**src/rtl/ocm_arbiter_if.sv**
```systemverilog
// ocm_arbiter_if: Avalon-MM master port bundle shared by the arbiter and its masters
interface ocm_arbiter_if #(
   parameter int ADDR_W = 10,
   parameter int DATA_W = 32
);
   logic [ADDR_W-1:0]   address;
   logic                read;
   logic                write;
   logic [DATA_W/8-1:0] byteenable;
   logic [DATA_W-1:0]   writedata;
   logic                waitrequest;
   logic [DATA_W-1:0]   readdata;
   logic                readdatavalid;
   modport master (
      output address, read, write, byteenable, writedata,
      input  waitrequest, readdata, readdatavalid
   );
   modport slave (
      input  address, read, write, byteenable, writedata,
      output waitrequest, readdata, readdatavalid
   );
endinterface

```
**src/rtl/ocm_arbiter.sv**
```systemverilog
// ocm_arbiter: two-master round-robin arbiter in front of a single-port one-cycle-latency memory
module ocm_arbiter #(
   parameter int ADDR_W       = 10,
   parameter int DATA_W       = 32,
   parameter int READ_LATENCY = 1
) (
   input  logic                clk,
   input  logic                reset_n,
   ocm_arbiter_if.slave        m0,
   ocm_arbiter_if.slave        m1,
   output logic [ADDR_W-1:0]   mem_address,
   output logic [DATA_W/8-1:0] mem_byteenable,
   output logic [DATA_W-1:0]   mem_writedata,
   output logic                mem_chipselect,
   output logic                mem_write,
   output logic                mem_debugaccess,
   output logic                mem_clken,
   input  logic [DATA_W-1:0]   mem_readdata
);
   // the read-return pipeline is a single stage, so it only ever tracks a latency-1 memory
   localparam logic LAT_OK = (READ_LATENCY == 1);
   logic req0, req1, gnt0, gnt1, any_gnt, gnt_wr, vld0, vld1;
   logic last_grant_d, last_grant_q, rd_pend_d, rd_pend_q, rd_owner_d, rd_owner_q;
   assign mem_clken = 1'b1;
   // grant selection, memory mux, stall generation and read-return steering
   always_comb begin
      req0            = m0.read | m0.write;
      req1            = m1.read | m1.write;
      gnt0            = reset_n & req0 & (~req1 | last_grant_q);
      gnt1            = reset_n & req1 & (~req0 | ~last_grant_q);
      any_gnt         = gnt0 | gnt1;
      gnt_wr          = gnt1 ? m1.write : (gnt0 & m0.write);
      mem_address     = gnt1 ? m1.address : m0.address;
      mem_byteenable  = gnt1 ? m1.byteenable : m0.byteenable;
      mem_writedata   = gnt1 ? m1.writedata : m0.writedata;
      mem_chipselect  = any_gnt;
      mem_write       = gnt_wr;
      mem_debugaccess = gnt_wr;
      m0.waitrequest  = ~reset_n | (req0 & ~gnt0);
      m1.waitrequest  = ~reset_n | (req1 & ~gnt1);
      last_grant_d    = any_gnt ? gnt1 : last_grant_q;
      rd_pend_d       = LAT_OK & any_gnt & ~gnt_wr;
      rd_owner_d      = any_gnt ? gnt1 : rd_owner_q;
      vld0            = rd_pend_q & ~rd_owner_q;
      vld1            = rd_pend_q & rd_owner_q;
      m0.readdatavalid = vld0;
      m1.readdatavalid = vld1;
      m0.readdata     = vld0 ? mem_readdata : '0;
      m1.readdata     = vld1 ? mem_readdata : '0;
   end
   // round-robin pointer and outstanding-read tracking; reset drops any pending read
   always_ff @(posedge clk or negedge reset_n) begin
      if (!reset_n) begin
         last_grant_q <= 1'b1;
         rd_pend_q    <= 1'b0;
         rd_owner_q   <= 1'b0;
      end else begin
         last_grant_q <= last_grant_d;
         rd_pend_q    <= rd_pend_d;
         rd_owner_q   <= rd_owner_d;
      end
   end
endmodule

```
**src/flat_wrapper.sv**
```systemverilog
// flat-port wrapper written by rule: the top's interface ports become plain ports
module ocm_arbiter_flat 
#(
   parameter int ADDR_W       = 10,
   parameter int DATA_W       = 32,
   parameter int READ_LATENCY = 1
)
  (clk, reset_n, mem_address, mem_byteenable, mem_writedata, mem_chipselect, mem_write, mem_debugaccess, mem_clken, mem_readdata, m0_address, m0_read, m0_write, m0_byteenable, m0_writedata, m0_waitrequest, m0_readdata, m0_readdatavalid, m1_address, m1_read, m1_write, m1_byteenable, m1_writedata, m1_waitrequest, m1_readdata, m1_readdatavalid);
  ocm_arbiter_if #(.ADDR_W(ADDR_W), .DATA_W(DATA_W)) m0_i ();
  ocm_arbiter_if #(.ADDR_W(ADDR_W), .DATA_W(DATA_W)) m1_i ();
  input  logic clk;
  input  logic reset_n;
  output logic [ADDR_W-1:0] mem_address;
  output logic [DATA_W/8-1:0] mem_byteenable;
  output logic [DATA_W-1:0] mem_writedata;
  output logic mem_chipselect;
  output logic mem_write;
  output logic mem_debugaccess;
  output logic mem_clken;
  input  logic [DATA_W-1:0] mem_readdata;
  input wire logic [$bits(m0_i.address)-1:0] m0_address;
  input wire logic [$bits(m0_i.read)-1:0] m0_read;
  input wire logic [$bits(m0_i.write)-1:0] m0_write;
  input wire logic [$bits(m0_i.byteenable)-1:0] m0_byteenable;
  input wire logic [$bits(m0_i.writedata)-1:0] m0_writedata;
  output wire logic [$bits(m0_i.waitrequest)-1:0] m0_waitrequest;
  output wire logic [$bits(m0_i.readdata)-1:0] m0_readdata;
  output wire logic [$bits(m0_i.readdatavalid)-1:0] m0_readdatavalid;
  input wire logic [$bits(m1_i.address)-1:0] m1_address;
  input wire logic [$bits(m1_i.read)-1:0] m1_read;
  input wire logic [$bits(m1_i.write)-1:0] m1_write;
  input wire logic [$bits(m1_i.byteenable)-1:0] m1_byteenable;
  input wire logic [$bits(m1_i.writedata)-1:0] m1_writedata;
  output wire logic [$bits(m1_i.waitrequest)-1:0] m1_waitrequest;
  output wire logic [$bits(m1_i.readdata)-1:0] m1_readdata;
  output wire logic [$bits(m1_i.readdatavalid)-1:0] m1_readdatavalid;
  assign m0_i.address = m0_address;
  assign m0_i.read = m0_read;
  assign m0_i.write = m0_write;
  assign m0_i.byteenable = m0_byteenable;
  assign m0_i.writedata = m0_writedata;
  assign m0_waitrequest = m0_i.waitrequest;
  assign m0_readdata = m0_i.readdata;
  assign m0_readdatavalid = m0_i.readdatavalid;
  assign m1_i.address = m1_address;
  assign m1_i.read = m1_read;
  assign m1_i.write = m1_write;
  assign m1_i.byteenable = m1_byteenable;
  assign m1_i.writedata = m1_writedata;
  assign m1_waitrequest = m1_i.waitrequest;
  assign m1_readdata = m1_i.readdata;
  assign m1_readdatavalid = m1_i.readdatavalid;
  ocm_arbiter #(.ADDR_W(ADDR_W), .DATA_W(DATA_W), .READ_LATENCY(READ_LATENCY)) u_core (.clk(clk), .reset_n(reset_n), .m0(m0_i), .m1(m1_i), .mem_address(mem_address), .mem_byteenable(mem_byteenable), .mem_writedata(mem_writedata), .mem_chipselect(mem_chipselect), .mem_write(mem_write), .mem_debugaccess(mem_debugaccess), .mem_clken(mem_clken), .mem_readdata(mem_readdata));
endmodule
```
**config.mk**
```make
export PLATFORM = sky130hd
export DESIGN_NAME = ocm_arbiter_flat
export DESIGN_NICKNAME = d
export VERILOG_FILES = /design/src/rtl/ocm_arbiter_if.sv /design/src/rtl/ocm_arbiter.sv /design/src/flat_wrapper.sv
export SDC_FILE = /design/constraint.sdc
export NUM_CORES = 1
export LEC_CHECK = 0
export CAP_MARGIN = 20
export CORE_AREA = 2 2 96 98
export CTS_CLUSTER_SIZE = 8
export DETAILED_ROUTE_END_ITERATION = 10
export DIE_AREA = 0 0 98 100
export PLACE_DENSITY = 0.68
export SLEW_MARGIN = 20
export SYNTH_ARGS = -nofsm -noshare
export SYNTH_HDL_FRONTEND = slang
export SYNTH_SLANG_ARGS = --single-unit
```
**constraint.sdc**
```tcl
create_clock -name clk -period 2.3 [get_ports clk]
set_input_delay 0.46 -clock clk [delete_from_list [all_inputs] [get_ports clk]]
set_output_delay 0.46 -clock clk [all_outputs]
set_load 0.005 [all_outputs]
```
After elaboration in Yosys (flattened, before gate mapping)
Index checks and enable logic that the tools add are counted.
{ "word_totals": {"ff_bits": 3, "input_bits": 130, "out_inout_bits": 118, "word_cells": 34} }
{ "op_classes": {"n_mux": 6, "bitwise": 25} }
{ "op_table": {"columns": ["operator", "n"], "rows": [
  ["two-way mux 32 bit", 3],
  ["AND 1 bit", 10],
  ["two-way mux 10 bit", 1],
  ["NOT 1 bit", 8],
  ["bitwise OR 1 bit", 7],
  ["two-way mux 4 bit", 1],
  ["two-way mux 1 bit", 1]
]} }

Depth between registers and ports, before layout
Gate-level depths: netlist of run 1.
{ "logic_depth": {"depth_word": 8, "depth_mapped": 5, "depth_no_buf": 3} }

Worst setup path before layout of run 1
OpenSTA, ideal clock, no wires.
{ "synth_path": {"path_type": "in2out", "from": "in m0_write", "to": "out mem_address[1]", "arrival_ns": 1.384, "required_time_ns": 1.840, "setup_slack_ns": 0.456, "stages": 5, "n_path_buf": 2, "path_cell_list": "o21ai_1 -> o211a_2 -> buf_6 -> buf_6 -> mux2_4"} }
{ "synth_via": {"elab_chain_len": 5} }
{ "synth_rtl": {"columns": ["item", "line", "source"], "rows": [
  ["start: declaration", "flat_wrapper.sv:23", "input wire logic [$bits(m0_i.write)-1:0] m0_write;"],
  ["bitwise OR 1 bit", "ocm_arbiter.sv:27", "req0 = m0.read | m0.write;"],
  ["NOT 1 bit", "ocm_arbiter.sv:30", "gnt1 = reset_n & req1 & (~req0 | ~last_grant_q);"],
  ["bitwise OR 1 bit", "ocm_arbiter.sv:30", null],
  ["AND 1 bit", "ocm_arbiter.sv:30", null],
  ["two-way mux 10 bit", "ocm_arbiter.sv:33", "mem_address = gnt1 ? m1.address : m0.address;"],
  ["end: declaration", "flat_wrapper.sv:13", "output logic [ADDR_W-1:0] mem_address;"]
]} }
No other way between the ends.

Final worst setup path of run 1
{ "layout_path": {"from": "reg u_core.last_grant_q", "to": "out mem_writedata[29]"} }
{ "layout_via": {"elab_chain_len": 4} }
{ "layout_rtl": {"columns": ["item", "line", "source"], "rows": [
  ["start: declaration", "ocm_arbiter.sv:23", "logic last_grant_d, last_grant_q, rd_pend_d, rd_pend_q, rd_owner_d, rd_owner_q;"],
  ["start signal: assignment", "ocm_arbiter.sv:58", "last_grant_q <= last_grant_d;"],
  ["NOT 1 bit", "ocm_arbiter.sv:30", null],
  ["bitwise OR 1 bit", "ocm_arbiter.sv:30", null],
  ["AND 1 bit", "ocm_arbiter.sv:30", null],
  ["two-way mux 32 bit", "ocm_arbiter.sv:35", "mem_writedata = gnt1 ? m1.writedata : m0.writedata;"],
  ["end: declaration", "flat_wrapper.sv:15", "output logic [DATA_W-1:0] mem_writedata;"]
]} }
No other way between the ends.

==> out/results.ini, run 1 <==
[synthesis]
net_count_synth=276
syn_inst=146
async_reset_ff_share_pct=100.0
synth_top_flop_cell=sky130_fd_sc_hd__dfrtp_1
synth-xor-area-share_pct=0
synth.yosys.seq_area_share_pct=5.975
synth_seq_cells=3
postSynthAreaPerCell_um2=8.750
synth_largest_area_cell=sky130_fd_sc_hd__mux2_2
synth_simple_gate_area_share_pct=33.30
netlist_area_um2=1277
most_common_cell_in_the_netlist=sky130_fd_sc_hd__and2_1
yosys-top-cells-count=33 x sky130_fd_sc_hd__and2_1, 32 x sky130_fd_sc_hd__and3_1, 28 x sky130_fd_sc_hd__mux2_2
yosys.cell_types.count=22
synth.mux.area_fraction_pct=45.84
synth_enable_flop_cells=0
yosys-top-cells-area=sky130_fd_sc_hd__mux2_2 25%, sky130_fd_sc_hd__mux2_4 21%, sky130_fd_sc_hd__and2_1 16%
synth_fa_ha_area_share_pct=0
netlist.area_leader.share_pct=24.68
synth.yosys.warnings=0
synth_compound_gate_area_share_pct=6.366
synth_top_family_by_area=multiplexers

[setup_path]
critical_path_arrival_ns=1.79
startpoint_type=register
critPathRequiredTime_ns=1.84
reg2reg_to=u_core.rd_owner_q$_DFFE_PN0P_
ff2ff_setup_slack_ns=0.75
timing.rr.start=u_core.last_grant_q$_DFFE_PN1P_
endpoint_kind=primary output
critical_path_peak_fanout=6
timing.setup.critical_path_class=reg2out
capturing_element_of_the_worst_setup_path=mem_writedata[29]
critical_path.startpoint=u_core.last_grant_q$_DFFE_PN1P_
timing.reg2reg.worst_path_depth=7

[detailed_routing]
detail_route.vias_per_cell=4.151
totalWireLength_um=7641
final_antenna_net_count=0
drt_first_pass_iters=4
detail_route.iter0.violations=17
routed_wire_length_per_instance_um=14.75
post-route-drc-count=0
vias=2150

[layout]
seqCellArea_um2=76.32
multiInputGateArea_um2=1126
final_cell_count_no_fill=518
nets=538
antennaDiodeCount=0
layout-drive-gt1-share_pct=25.31
flow.area_growth_from_synthesis_pct=224.0
final.fill_count=843

[global_route]
initial_antenna_violation_count=0
first_pass_grt_wire_length_um=11000
globalRouteTotalUtil_pct=13.75
grt_overflow=0
first_global_vias=2146
grt_start_max_net_pins=35

[floorplan]
core.rowCount=35
chipWidth_um=98
ios=248
fp.coreArea_um2=8890
height_of_the_die_um=100
initial_utilization_pct=14.37
die_area_um2=9800

[placement]
place.gp.congestion=0.8212
dp.final_hpwl_um=6188
place.port_buffers=246
placedCellCount=497
post-place-ws_ns=-0.4986

[cts]
cts_sinks=3
insertion_delay_ns=0.22
htreeDepth=1
cts_buffers=3
clock_tree.root_cell=sky130_fd_sc_hd__clkbuf_8
cts_tree=built
clkSlewWorstSetupHoldPaths_ns=0.03
cts-root-to-sink-buffers=2

[timing]
final-hold-violation-count=0
setup_repair_after_global_routing_missed_its_margin=false
setup_ws_ns=0.04632
maxSlewViolCount=0
setup_viol=0
worst_clock_skew_ns=0.001916
timing.fmax_mhz=443.7
final_min_period_over_clock_period_pct=97.99
final_period_minus_worst_setup_slack_ns=2.254

[flow_run]
cap_violations=0

[min_path]
holdCritPathClass=in2async

[power_and_ir_drop]
ir_worst_vdd_mv=0.1773
post-layout-total-power_mw=1.175
leakagePower_nw=1.802
powerDensity_nw_per_um2=284.0

[status]
status=finished clean

==> state kept, by name, indices dropped and copies added (netlist names) <==
register             flops
u_core.rd_pend_q         1
u_core.last_grant_q      1
u_core.rd_owner_q        1
==> worst min-delay path by stage <==
stage / startpoint / endpoint / slack [ns] / cells after the start
after CTS: reset_n / u_core.rd_pend_q$_DFF_PN0_ / 0.34 / 2
after global routing: reset_n / u_core.rd_pend_q$_DFF_PN0_ / 0.36 / 2
after floorplan: reset_n / u_core.rd_owner_q$_DFFE_PN0P_ / 0.16 / 0
after global placement: u_core.last_grant_q$_DFFE_PN1P_ / u_core.last_grant_q$_DFFE_PN1P_ / 0.54 / 1
after detailed placement: u_core.last_grant_q$_DFFE_PN1P_ / u_core.last_grant_q$_DFFE_PN1P_ / 0.54 / 1
final: reset_n / u_core.rd_pend_q$_DFF_PN0_ / 0.35 / 2
==> per-layer routing <==
metal / routed length [um] / up-vias / share of wire, % / track usage (%)
met5: 0 / - / 0 / 0
met4: 121 / 0 / 1.6 / 2.778
met2: 4254 / 146 / 56 / 27.92
met1: 2530 / 954 / 33 / 14.00
met3: 735 / 7 / 9.6 / 3.621
li1: - / 1043 / - / -
==> cell families after synthesis <==
| family | after synthesis |
|---|---|
| buffers and inverters | 17 |
| DFF | 3 |
| other | 1 |
| AOI/OAI and AO/OA | 11 |
| muxes | 46 |
| and+or+nand+nor | 68 |
==> worst max-delay path, stage by stage (launching register included) <==
cell                            delay [ns]
sky130_fd_sc_hd__dfstp_2              0.53
sky130_fd_sc_hd__o21ai_2              0.06
sky130_fd_sc_hd__o211a_4              0.16
sky130_fd_sc_hd__buf_6                0.13
sky130_fd_sc_hd__buf_12               0.13
sky130_fd_sc_hd__mux2_4               0.29
sky130_fd_sc_hd__dlygate4sd2_1        0.27
==> final cells by class <==
type	count	area share (%)
repair buffers	273	66.41
multi-input cells	126	27.21
well taps	111	3.355
flip-flops and latches	3	1.844
clock buffers	4	1.088
inverters	1	0.09069
==> repair_timing <==
action,CTS,global route
resized for setup,137,31
buffers inserted,15,0
hold buffers,0,0
pin swaps,2,1
gates cloned,2,1
setup endpoints to repair,51,36
endpoints found under the hold margin,0,0
==> cells in the final DEF (no fill, tap or decap), drive strengths merged <==
| cell type | synthesis | layout |
|---|---|---|
| a21boi | 1 | 1 |
| a21o | 2 | 2 |
| and2 | 33 | 33 |
| and3 | 32 | 32 |
| buf | 7 | 48 |
| clkbuf | 9 | 6 |
| clkdlybuf4s15 | 0 | 22 |
| clkdlybuf4s50 | 0 | 195 |
| conb | 1 | 1 |
| dfrtp | 2 | 2 |
| dfstp | 1 | 1 |
| dlygate4sd2 | 0 | 6 |
| inv | 1 | 1 |
| mux2 | 46 | 46 |
| nand2b | 1 | 1 |
| nor2b | 2 | 2 |
| o211a | 1 | 1 |
| o21ai | 4 | 4 |
| o221a | 1 | 1 |
| o22ai | 1 | 1 |
| o41a | 1 | 1 |
==> per-stage QoR <==
step,cell area [um2],hold slack (ns),setup TNS [ns],util [%]
5_1_grt,4139,0.3594,0,46.56
3_3_place_gp,3877,0.5353,-20.13,43.62
6_report,4139,0.3472,0,46.56
3_5_place_dp,3877,0.5417,-20.36,43.62
2_1_floorplan,1277,0.1644,0,-
4_1_cts,4049,0.3391,0,45.55
==> power breakdown <==
group | switching, mW | internal, mW | leakage [nW]
sequential | 0.00444 | 0.0629 | 0.0349
clock | 0.0391 | 0.119 | 0.0228
combinational | 0.293 | 0.657 | 1.74
Power figures use the tool's default switching activity.
==> run 2, diff against run 1 <==
--- a/config.mk
+++ b/config.mk
@@ -11,6 +11,6 @@
 export DETAILED_ROUTE_END_ITERATION = 10
 export DIE_AREA = 0 0 98 100
-export PLACE_DENSITY = 0.68
-export SLEW_MARGIN = 20
+export DONT_BUFFER_PORTS = 1
+export PLACE_DENSITY = 0.31
 export SYNTH_ARGS = -nofsm -noshare
 export SYNTH_HDL_FRONTEND = slang
==> constraint.sdc (replaced) <==
create_clock -name clk -period 2.3 [get_ports clk]
set_input_delay 0.345 -clock clk [delete_from_list [all_inputs] [get_ports clk]]
set_output_delay 0.345 -clock clk [all_outputs]
set_load 0.005 [all_outputs]
==> run 2 against run 1 <==
Effect of this change: critical path depth shrank 2; critical path type unchanged; routed wire length is 47% lower; total power shrank 53%; combinational power is 65% lower; setup slack better by 0.21 ns; clock power down 4%; clock-buffer cell count is the same; register-to-register slack improved by 0.20 ns; non-clock buffer count shrank 267; cell area shrank 66%.
==> out/results.ini, run 2 (same netlist as run 1, synthesis figures left out) <==
[cts]
cts-root-to-sink-buffers=2
insertion_delay_ns=0.21
htreeDepth=1
postCtsHoldBufs=1
cts_sinks=3
clkSlewWorstSetupHoldPaths_ns=0.03
clock_tree.root_cell=sky130_fd_sc_hd__clkbuf_8
cts.repair.resized=0
post_cts_setup_inserts=0
cts_buffers=3
cts_tree=built

[global_route]
grt_start_max_net_pins=41
initial_antenna_violation_count=0
grt_overflow=0
first_global_vias=996
first_pass_grt_wire_length_um=4947
globalRouteTotalUtil_pct=6.215

[setup_path]
critical_path_peak_fanout=40
critical_path_arrival_ns=1.70
timing.setup.critical_path_class=reg2out
startpoint_type=register
critical_path.startpoint=u_core.last_grant_q$_DFFE_PN1P_
critPathRequiredTime_ns=1.96
endpoint_kind=primary output
timing.rr.start=u_core.last_grant_q$_DFFE_PN1P_

[layout]
final.fill_count=1010
flow.area_growth_from_synthesis_pct=11.17
final_standard_cell_area_without_fillers_um2=1420
final_cell_mix=33 x sky130_fd_sc_hd__and2_1, 32 x sky130_fd_sc_hd__and3_1, 28 x sky130_fd_sc_hd__mux2_2, 18 x sky130_fd_sc_hd__mux2_4, 4 x sky130_fd_sc_hd__buf_4
final_cell_count_no_fill=251
largest_registers=u_core.last_grant_q (1), u_core.rd_owner_q (1), u_core.rd_pend_q (1)
nets=271
final_common_cell=sky130_fd_sc_hd__and2_1
antennaDiodeCount=0
layout-drive-gt1-share_pct=40.71

[timing]
final_period_minus_worst_setup_slack_ns=2.046
fin_setup_tns_ns=0
setup_viol=0
timing.fmax_mhz=488.7
final-hold-violation-count=0
final_min_period_over_clock_period_pct=88.97
setup_repair_after_global_routing_missed_its_margin=false
maxSlewViolCount=0
worst_clock_skew_ns=0.001390

[floorplan]
fp.coreArea_um2=8890
chipWidth_um=98
initial_utilization_pct=14.37
ios=248
die_area_um2=9800
height_of_the_die_um=100
core.rowCount=35

[detailed_routing]
post-route-drc-count=0
totalWireLength_um=4078
final_antenna_net_count=0
vias=1156
detail_route.vias_per_cell=4.606
drt_first_pass_iters=2
routed_wire_length_per_instance_um=16.25
detail_route.iter0.violations=34

[placement]
placedCellCount=246
post_dp_cell_area_um2=1365
place.port_buffers=0
place.gp.congestion=0.6842

[power_and_ir_drop]
post-layout-total-power_mw=0.5485
powerDensity_nw_per_um2=386.2
leakagePower_nw=0.6555
ir_worst_vdd_mv=0.1927

[status]
status=finished clean

[min_path]
holdCritPathClass=in2async

[flow_run]
cap_violations=0

-- run 2: cell types whose count changed in the layout (fill, tap and decap cells not counted), sizes merged --
cell / previous run / this run
buf: 48 / 5
clkbuf: 6 / 4
clkdlybuf4s15: 22 / 0
clkdlybuf4s50: 195 / 0
dlygate4sd2: 6 / 0
dlygate4sd3: 0 / 1
-- run 2: worst max-delay path: stages (launching register included) --
cell	delay [ns]
sky130_fd_sc_hd__dfstp_2	0.38
sky130_fd_sc_hd__o21ai_1	0.07
sky130_fd_sc_hd__o211a_2	0.34
sky130_fd_sc_hd__buf_12	0.28
sky130_fd_sc_hd__mux2_2	0.39
-- run 2: report_power, final --
| group | internal (mW) | total, mW | switching [mW] |
|---|---|---|---|
| clock | 0.118 | 0.151 | 0.0326 |
| combinational | 0.167 | 0.328 | 0.161 |
| sequential | 0.0630 | 0.0697 | 0.00669 |
-- run 2: layer usage --
metal | vias up | part of all wire [%] | global-route usage (%)
met5 | - | 0 | 0
met4 | 0 | 0 | 0.9615
met3 | 0 | 13 | 1.602
met2 | 136 | 56 | 13.07
met1 | 517 | 31 | 6.110
li1 | 503 | - | -
-- run 2: final timing paths --
path,to,slack [ns],cells past startpoint
worst min register to register,u_core.last_grant_q$_DFFE_PN1P_,0.54,1
worst max-delay path,mem_writedata[9],0.25,4
worst min-delay path,u_core.rd_pend_q$_DFF_PN0_,0.39,1
max in group asynchronous,u_core.last_grant_q$_DFFE_PN1P_,1.68,1
min in group clk,u_core.rd_owner_q$_DFFE_PN0P_,0.41,2
worst max register to register,u_core.rd_owner_q$_DFFE_PN0P_,0.95,4
-- run 2: cell type report --
cell class / count / area (um2) / share of cell area, %
Multi-Input combinational cell: 126 / 1096 / 77.18
Tap cell: 111 / 138.9 / 9.780
Sequential cell: 3 / 76.32 / 5.374
Timing Repair Buffer: 6 / 60.06 / 4.229
Clock buffer: 4 / 45.04 / 3.172
Inverter: 1 / 3.754 / 0.2643
-- run 2: metrics by stage --
| step | hold WS, ns | utilization, % | setup WS [ns] |
|---|---|---|---|
| after CTS | 0.4018 | 15.97 | 0.2323 |
| after global placement | 0.04985 | 15.36 | 0.4702 |
| after floorplan | 0.04941 | - | 0.6288 |
| final | 0.3936 | 15.97 | 0.2538 |
| after global routing | 0.4178 | 15.97 | 0.1585 |
| after detailed placement | 0.04989 | 15.36 | 0.4520 |
==> run 3, diff against run 2 <==
--- a/config.mk
+++ b/config.mk
@@ -11,6 +11,5 @@
 export DETAILED_ROUTE_END_ITERATION = 10
 export DIE_AREA = 0 0 98 100
-export DONT_BUFFER_PORTS = 1
-export PLACE_DENSITY = 0.31
+export PLACE_DENSITY = 0.68
 export SYNTH_ARGS = -nofsm -noshare
 export SYNTH_HDL_FRONTEND = slang
==> constraint.sdc (replaced) <==
create_clock -name clk -period 2.3 [get_ports clk]
set_input_delay 0.345 -clock clk [delete_from_list [all_inputs] [get_ports clk]]
set_output_delay 0.345 -clock clk [all_outputs]
set_load 0.01 [all_outputs]
==> run 3 against run 2 <==
Effect of this change: clock power about the same; via count grew 80%; utilization is 28 points higher; clock skew down 0.00075 ns; critical path depth grew 2; routed wire length up 76%; critical path type is now in2out; largest cell class is now non-clock buffers.
==> out/results.ini, run 3 (same netlist as run 1, synthesis figures left out) <==
[floorplan]
ios=248
height_of_the_die_um=100
die_area_um2=9800
chipWidth_um=98
fp.coreArea_um2=8890
core.rowCount=35
initial_utilization_pct=14.37

[detailed_routing]
route.met3.wl_um=726
post-route-drc-count=0
met2_wirelength_um=3874
drt_first_pass_iters=4
vias=2079
routed_wire_length_per_instance_um=14.03
final_antenna_net_count=0
detail_route.vias_per_cell=4.068
met1_length_um=2495
totalWireLength_um=7167
top_signal_layer_used=met4
detail_route.iter0.violations=35

[timing]
final_min_period_over_clock_period_pct=97.60
maxSlewViolCount=0
worst_clock_skew_ns=0.0006362
final-hold-violation-count=0
timing.fmax_mhz=445.5
setup_repair_after_global_routing_missed_its_margin=false
setup_viol=0
final_period_minus_worst_setup_slack_ns=2.245

[placement]
dp.final_hpwl_um=6107
place.gp.congestion=0.8282
place.port_buffers=246
placedCellCount=498

[flow_run]
cap_violations=0

[cts]
htreeDepth=1
clkSlewWorstSetupHoldPaths_ns=0.03
insertion_delay_ns=0.22
clock_tree.root_cell=sky130_fd_sc_hd__clkbuf_8
cts-root-to-sink-buffers=2
cts_sinks=3
cts_tree=built
cts_buffers=3

[power_and_ir_drop]
power.share.sequential_pct=6.2
switching_fraction_of_total_power_pct=32.58
internal_power_mw=0.7663
pwr-share-comb_pct=80.3
p_sw_mw=0.3703
powerDensity_nw_per_um2=291.2
ir_worst_vdd_mv=0.1846
post-layout-total-power_mw=1.137
power.clock.fraction_pct=13.5
leakagePower_nw=1.732

[layout]
final_cell_count_no_fill=511
final.fill_count=868
final_common_cell=sky130_fd_sc_hd__clkdlybuf4s50_1
final_cell_mix=195 x sky130_fd_sc_hd__clkdlybuf4s50_1, 33 x sky130_fd_sc_hd__and2_1, 32 x sky130_fd_sc_hd__and3_1, 28 x sky130_fd_sc_hd__mux2_2, 28 x sky130_fd_sc_hd__buf_2
layout-drive-gt1-share_pct=26.25
flow.area_growth_from_synthesis_pct=205.5
antennaDiodeCount=0
largest_registers=u_core.last_grant_q (1), u_core.rd_owner_q (1), u_core.rd_pend_q (1)
nets=531

[setup_path]
critPathBufInv=4
timing.setup.critical_path_class=in2out
startpoint_type=input pin
critical_path_arrival_ns=1.90
crit_path_cell_trace=clkdlybuf4s50_1 -> o211a_4 -> buf_6 -> buf_16 -> mux2_4 -> clkdlybuf4s15_2
critical-path-top-delay-family=buffers and inverters
critPathRequiredTime_ns=1.96
critical_path_peak_fanout=9
endpoint_kind=primary output
critPathMaxStageDelay_ns=0.46
cpMaxStageDelayCell=sky130_fd_sc_hd__clkdlybuf4s50_1

[global_route]
grt_start_max_net_pins=35
globalRouteTotalUtil_pct=13.52
grt_overflow=0
first_global_vias=2047
first_pass_grt_wire_length_um=10760
initial_antenna_violation_count=0

[min_path]
holdCritPathClass=in2async

[status]
status=finished clean

run 3: cell types whose count changed in the layout (fill, tap and decap cells not counted), sizes merged:
cell           change
dlygate4sd2       +15
clkdlybuf4s15      +5
clkdlybuf4s50    +195
dlygate4sd3        -1
buf               +43
dlymetal6s2s       +3
run 3: path summary, 6_finish.rpt:
check / from / end / slack [ns] / cells after the start
setup reg to reg: u_core.last_grant_q$_DFFE_PN1P_ / u_core.rd_owner_q$_DFFE_PN0P_ / 0.94 / 5
max in group asynchronous: reset_n / u_core.last_grant_q$_DFFE_PN1P_ / 1.61 / 2
setup / recovery: m1_write / mem_writedata[30] / 0.06 / 6
hold / removal: reset_n / u_core.rd_owner_q$_DFFE_PN0P_ / 0.48 / 2
min in group clk: u_core.last_grant_q$_DFFE_PN1P_ / u_core.last_grant_q$_DFFE_PN1P_ / 0.56 / 1
hold reg to reg: u_core.last_grant_q$_DFFE_PN1P_ / u_core.last_grant_q$_DFFE_PN1P_ / 0.56 / 1
run 3: layout make-up:
class / count / area [um2] / share of cell area (%)
timing repair buffer: 266 / 2531 / 64.86
multi-input combinational: 126 / 1107 / 28.37
tap: 111 / 138.9 / 3.559
sequential: 3 / 76.32 / 1.956
clock buffer: 4 / 45.04 / 1.154
inverter: 1 / 3.754 / 0.09618
run 3: what timing repair did:
action	4_1_cts	5_1_grt
setup buffers	8	0
hold buffers	0	0
resized for setup	144	6
endpoints found under the setup margin	46	42
cloned	1	0
pin swaps	2	2
endpoints found under the hold margin	0	0
run 3: layer usage:
layer	track usage, %	vias up
met1	14.76	902
met2	26.19	143
met4	2.564	0
li1	-	1028
met3	3.691	6
met5	0	-
run 3: per-stage QoR:
step | setup TNS [ns] | worst slack, ns | instance area (um2) | utilization, % | hold slack (ns)
2_1_floorplan | 0 | 0.6154 | 1277 | - | 0.04941
3_3_place_gp | -12.25 | -0.3111 | 3897 | 43.84 | 0.5418
3_5_place_dp | -12.71 | -0.3263 | 3897 | 43.84 | 0.5526
4_1_cts | -0.04616 | -0.04616 | 3897 | 43.84 | 0.5031
5_1_grt | 0 | 0.008105 | 3902 | 43.90 | 0.5065
6_report | 0 | 0.05512 | 3902 | 43.90 | 0.4850
run 3: power by group through the flow:
stage	combinational, mW	clock [mW]	sequential (mW)
2_1_floorplan	0.358	0	0.0716
6_report	0.912	0.153	0.0708
5_1_grt	0.974	0.163	0.0719
3_5_place_dp	0.956	0	0.0710
4_1_cts	0.928	0.158	0.0704
3_3_place_gp	0.947	0	0.0704
run 3: worst register-to-register path, cell delays in order (launching register included):
cell and delay [ns]:
sky130_fd_sc_hd__dfstp_2 0.58, sky130_fd_sc_hd__o21ai_2 0.08, sky130_fd_sc_hd__o211a_4 0.17, sky130_fd_sc_hd__buf_6 0.13, sky130_fd_sc_hd__buf_16 0.14, sky130_fd_sc_hd__a21o_1 0.15
